[config.mk]
export PLATFORM = sky130hd
export DESIGN_NAME = bit_packer
export DESIGN_NICKNAME = d
export VERILOG_FILES = /design/src/rtl/bit_packer.sv
export SDC_FILE = /design/constraint.sdc
export NUM_CORES = 1
export LEC_CHECK = 0
export CELL_PAD_IN_SITES_DETAIL_PLACEMENT = 0
export CELL_PAD_IN_SITES_GLOBAL_PLACEMENT = 2
export CORE_MARGIN = 5
export CORE_UTILIZATION = 38
export DETAILED_ROUTE_END_ITERATION = 16
export PLACE_DENSITY = 0.71
export SLEW_MARGIN = 30
export SYNTH_ARGS = -nofsm -noshare
export SYNTH_HDL_FRONTEND = slang
export SYNTH_SLANG_ARGS = --single-unit
[constraint.sdc]
create_clock -name i_clk -period 1.98 [get_ports i_clk]
set_input_delay 0.396 -clock i_clk [delete_from_list [all_inputs] [get_ports i_clk]]
set_output_delay 0.396 -clock i_clk [all_outputs]
set_load 0.02 [all_outputs]
[src/rtl/bit_packer.sv]
// Serial-to-parallel packer: LSB-first bits are assembled into WIDTH-bit words
// and buffered in a first-word fall-through FIFO with a sticky overflow flag.
module bit_packer #(
    parameter int WIDTH = 8,
    parameter int DEPTH = 4
) (
    input  logic                       i_clk,
    input  logic                       i_rst,
    input  logic                       i_en,
    input  logic                       i_bit,
    output logic [WIDTH-1:0]           o_data,
    output logic                       o_valid,
    input  logic                       i_ready,
    output logic [$clog2(DEPTH+1)-1:0] o_count,
    output logic                       o_overflow
);

    localparam int CW = $clog2(WIDTH);
    localparam int PW = $clog2(DEPTH);
    localparam int NW = $clog2(DEPTH+1);

    logic [CW-1:0]    bit_cnt;
    logic [WIDTH-1:0] shift_reg;
    logic [WIDTH-1:0] word_next;
    logic [PW-1:0]    wr_ptr;
    logic [PW-1:0]    rd_ptr;
    logic [WIDTH-1:0] mem [DEPTH];
    logic             push;
    logic             pop;
    logic             full;
    logic             accept;

    // The word pushed on the last-bit edge must already include that bit.
    always_comb begin
        word_next          = shift_reg;
        word_next[bit_cnt] = i_bit;
    end

    assign push   = i_en && (bit_cnt == CW'(WIDTH - 1));
    assign full   = (o_count == NW'(DEPTH));
    assign pop    = o_valid && i_ready;
    assign accept = push && (!full || pop);

    always_ff @(posedge i_clk or posedge i_rst) begin
        if (i_rst) begin
            bit_cnt   <= '0;
            shift_reg <= '0;
        end else if (i_en) begin
            shift_reg <= word_next;
            bit_cnt   <= push ? '0 : bit_cnt + CW'(1);
        end
    end

    always_ff @(posedge i_clk or posedge i_rst) begin
        if (i_rst) begin
            wr_ptr     <= '0;
            rd_ptr     <= '0;
            o_count    <= '0;
            o_overflow <= 1'b0;
        end else begin
            if (accept) wr_ptr <= wr_ptr + PW'(1);
            if (pop)    rd_ptr <= rd_ptr + PW'(1);
            if (accept && !pop)
                o_count <= o_count + NW'(1);
            else if (pop && !accept)
                o_count <= o_count - NW'(1);
            if (push && !accept)
                o_overflow <= 1'b1;
        end
    end

    // Storage needs no reset: o_data is masked until a word has been written.
    always_ff @(posedge i_clk) begin
        if (accept) mem[wr_ptr] <= word_next;
    end

    assign o_valid = (o_count != '0);
    assign o_data  = o_valid ? mem[rd_ptr] : '0;

endmodule

# ---- Word-level counts from Yosys, hierarchy flattened
# Memories as Yosys holds them, arrays and structs flattened.
# Cells that the tools add are included.
dict set report totals {
  register_bits 19
  ramBits 32
  inputBits 5
  wordCells 38
  mem_count 1
}
dict set report op_classes {
  addsub 5
  magnitude_cmp 2
  eq_ne 2
  muxes 9
  n_reduce_logical 13
}
# name depth width rd rd_clocked_by_memory_dff write_ports line_no
set memory_table {}
lappend memory_table {mem 4 8 1 0 1 27} ;# logic [WIDTH-1:0] mem [DEPTH];
# cell count
set op_table {}
lappend op_table {{$mux 3} 3}
lappend op_table {{$bwmux 8} 1}
lappend op_table {{$mux 8} 1}
lappend op_table {{$logic_and 1x1->1} 7}
lappend op_table {{$add 3x1->3 const B} 2}
lappend op_table {{$eq 3x3->1 const B} 2}
lappend op_table {{$add 2x1->2 const B} 2}
lappend op_table {{$lt 3x4->1 const B} 1}
lappend op_table {{$demux 1 s3} 1}
lappend op_table {{$ge 3x1->1 const B} 1}
lappend op_table {{$logic_not 1->1} 3}
lappend op_table {{$mux 1} 3}
lappend op_table {{$reduce_bool 3->1} 1}
lappend op_table {{$sub 3x1->3 const B} 1}
lappend op_table {{$reduce_bool 2->1} 1}
lappend op_table {{$logic_or 1x1->1} 1}

# ---- Depth between registers and ports, before layout
dict set report depth {
  ltp_word 8
  mapped_depth 10
}

# ---- Worst setup path before layout
# OpenSTA, ideal clock, no wires.
dict set report synth_timing {
  path_kind {reg2reg}
  start {reg o_count[0]}
  end {reg o_count[2]}
  setup_time_ns 0.080
  arrival_time_ns 2.018
  t_required_ns 1.900
  slack_ns -0.118
  stages_incl_launch_ff 9
  path_buffers 0
  period_less_slack_ns 2.098
  path_cell_list {dfrtp_1 or3_4 nand2_1 ha_1 inv_1 fa_1 xor2_1 nor2_1 xor2_1}
}
dict set report synth_via {
  elab_chain_cells 7
  word_cells_on_any_way 15
  cone_classes {add/sub (2); eq/ne (1); mux (2); reduce/logical (10)}
}
# element line_no
set synth_lines {}
lappend synth_lines {{from (decl)} 14} ;# output logic [$clog2(DEPTH+1)-1:0] o_count,
lappend synth_lines {{from (signal assigned)} 64} ;# o_count <= o_count + NW'(1);
lappend synth_lines {{from (signal assigned)} 66} ;# o_count <= o_count - NW'(1);
lappend synth_lines {{parallel branches: the longest is 7 deep, another holds $sub 3x1->3} --}
# Parallel ways; which one is timed is not known. The select of a mux whose other input is x is not followed.
# A chain may end at the register's enable or synchronous reset.

# ---- Worst setup path in the final report
dict set report layout_timing {
  start {reg rd_ptr[0]}
  end {out o_data[4]}
}
dict set report layout_via {
  elab_chain_cells 2
}
# element line_no
set layout_lines {}
lappend layout_lines {{from (decl)} 26} ;# logic [PW-1:0] rd_ptr;
lappend layout_lines {{from (signal assigned)} 62} ;# if (pop) rd_ptr <= rd_ptr + PW'(1);
lappend layout_lines {{$mem_v2 4x8} --}
lappend layout_lines {{$mux 8} 78} ;# assign o_data = o_valid ? mem[rd_ptr] : '0;
lappend layout_lines {{to (decl)} 11} ;# output logic [WIDTH-1:0] o_data,
# No other way between the ends.

==> flow_metrics.env <==
export IMPL_synth_common_cells="32 x edfxtp_1, 19 x dfrtp_1, 18 x mux2_2"
export IMPL_violations="setup timing"
export IMPL_htree_levels=2
export IMPL_synth_area_top_cells="edfxtp_1 41%, dfrtp_1 20%, mux2_2 8.6%"
export IMPL_endpoint_kind="output port"
export IMPL_dpl_worst_slack_ns=-0.366
export IMPL_maxSlewHeadroom_pct=68.3
export IMPL_vias=1344
export IMPL_leakage_nw=1.16
export IMPL_ctsHoldBuffers=0
export IMPL_grt_max_degree=20
export IMPL_start_kind="register"
export IMPL_grt_pass1_wl_mm=7.33
export IMPL_synth_warnings=0
export IMPL_maxCapViolCount=0
export IMPL_overflow=0
export IMPL_setup_viol=9
export IMPL_ant_nets=0
export IMPL_rows=28
export IMPL_track_usage_pct=12.8
export IMPL_cts_path_max_buffers=2
export IMPL_tns_ns=-0.370
export IMPL_ir_drop_uv=701
export IMPL_antenna_cells=0
export IMPL_worst_pin_slew_ns=0.474
export IMPL_syn_to_final_growth_pct=26.5
export IMPL_ys_seq_area_share_pct=60.9
export IMPL_start_util_pct=39.3
export IMPL_yosys_area_top_type_share_pct=40.8
export IMPL_dr_pass1_iters=4
export IMPL_antenna_found_initial=0
export IMPL_numPortBuffers=17
export IMPL_min_path_type="in2async"
export IMPL_syn_area_mm2=0.00236
export IMPL_maxSlewViolCount=0
export IMPL_cts_root_buf="clkbuf_8"
export IMPL_synth_ff_type="edfxtp_1"
export IMPL_yosysMostFrequentCell="edfxtp_1"
export IMPL_wl_per_cell_um=16.5
export IMPL_largest_reg_flops=32
export IMPL_place_gp_congestion=0.754
export IMPL_synth_largest_area_cell="edfxtp_1"
export IMPL_die_y_um=88.8
export IMPL_numCtsBuffers=5
export IMPL_cts_tree="done"
export IMPL_fin_area_mm2=0.00298
export IMPL_die_area_mm2=0.00788
export IMPL_status="finished, violations left"
export IMPL_post_route_util_pct=49.8
export IMPL_drive_gt1_share_pct=46.7
export IMPL_fin_ws_ns=-0.0580
export IMPL_die_w_um=88.8
export IMPL_finClkSkew_ns=0.00712
export IMPL_ys_async_sr_fraction_pct=37.3
export IMPL_syn_nets=168
export IMPL_dp_hpwl_mm=2.94
export IMPL_crit_fanout=4
export IMPL_min_period_over_period_pct=103
export IMPL_wirelength_mm=4.53
export IMPL_max_freq_mhz=491
export IMPL_drtIter0Drc=29
export IMPL_critPathRequiredTime_ns=1.58
export IMPL_hold_viol_final=0
export IMPL_critPathKind="reg2out"
export IMPL_synthDistinctLibCells=30
export IMPL_fin_crit_ns=2.04
export IMPL_ys_seq_elements=51
export IMPL_power_density_mw_per_mm2=1540
export IMPL_drc=0
export IMPL_core_mm2=0.00599
export IMPL_syn_avg_cell_area_um2=15.2
export IMPL_vias_per_cell=4.91
export IMPL_io_pins=18
export IMPL_synth_edff_count=32
export IMPL_clock_latency_ns=0.30
export IMPL_cts_sinks=51
export IMPL_clk_pin_slew_ns=0.09
export IMPL_crit_arrival_ns=1.64
export IMPL_dpl_cell_area_mm2=0.00274
export IMPL_grt_pass1_vias=1416
export IMPL_rsz0062_at_grt="yes"
export IMPL_fin_nets=211
export IMPL_synth_cells=155
## logic make-up (layout without fill, tap and decap cells)
kind of cell	count (synthesis)	in the layout	synth area share [%]
DFF	51	51	60.9
and+or+nand+nor	46	47	11.3
muxes	27	27	16.9
buffers and inverters	14	57	3.34
adders and majority gates	8	8	4.56
xor gates and xnor gates	6	6	2.23
AOI/OAI and AO/OA	3	3	0.796
## what timing repair did
item | in CTS | in global routing
cloned | 1 | 1
setup endpoints to repair | 11 | 12
resized for setup | 40 | 27
pin swaps | 6 | 15
buffers inserted | 4 | 5
## power by group
part / internal, W / total, W / switching, W
Combinational: 0.00132 / 0.00233 / 0.00101
Clock: 0.000248 / 0.000582 / 0.000335
Sequential: 0.00148 / 0.00167 / 0.000185
## per-stage QoR
| step | cells | hold WS, ns | power, W |
|---|---|---|---|
| global placement | 255 | 0.457 | 0.00360 |
| global route | 274 | 0.436 | 0.00489 |
| finish | 274 | 0.417 | 0.00458 |
| detailed placement | 255 | 0.462 | 0.00369 |
| CTS | 268 | 0.413 | 0.00426 |
| floorplan | 155 | 0.347 | 0.00296 |
## path summary, 6_finish.rpt
kind / cells past startpoint / slack, ns / startpoint / endpoint
min in group i_clk: 1 / 0.49 / o_overflow$_DFFE_PP0P_ / o_overflow$_DFFE_PP0P_
max in group asynchronous: 3 / 1.33 / i_rst / rd_ptr[0]$_DFFE_PP0P_
setup / recovery: 4 / -0.06 / rd_ptr[0]$_DFFE_PP0P_ / o_data[4]
setup reg to reg: 7 / -0.03 / o_count[0]$_DFFE_PP0P_ / o_count[1]$_DFFE_PP0P_
hold reg to reg: 1 / 0.49 / o_overflow$_DFFE_PP0P_ / o_overflow$_DFFE_PP0P_
hold / removal: 3 / 0.42 / i_rst / o_overflow$_DFFE_PP0P_
## critical path, stage by stage (launching register included)
cell and delay, ns:
dfrtp_2 0.43, clkbuf_16 0.16, mux4_2 0.49, and2_4 0.15, buf_6 0.12
## area by class of cell
type,instances,area (um2)
Multi-Input combinational cell,91,918
Sequential cell,51,1440
Clock buffer,6,72.6
Tap cell,75,93.8
Fill cell,517,3010
Clock inverter,2,12.5
Timing Repair Buffer,43,423
Inverter,6,22.5
## placed cells by master (no fill, tap or decap), types with 2 or more instances in the layout
master and count:
buf_6 10, or3_4 2, buf_12 2, dfrtp_2 3, o21ai_0 2, clkbuf_8 5
xor2_1 2, edfxtp_1 32, and2_1 4, nand2b_1 3, ha_4 2, mux2_2 18
nor2_1 9, nand3_1 3, mux4_2 8, ha_1 4, dfrtp_1 16, nor2b_1 3
nand2_1 6, buf_4 21, clkdlybuf4s50_1 7, xnor2_1 4, and2_4 8, nor3_1 2
inv_1 5
## metal layers
metal / wire length (um) / global-route usage [%] / vias up / part of all wire (%)
li1: - / - / 641 / -
met1: 1970 / 16.1 / 682 / 44
met2: 2370 / 21.5 / 16 / 52
met3: 134 / 3.45 / 5 / 3.0
met4: 51 / 3.71 / 0 / 1.1
met5: 0 / 0 / - / 0
Note: power is estimated with default switching activity, not from simulation.
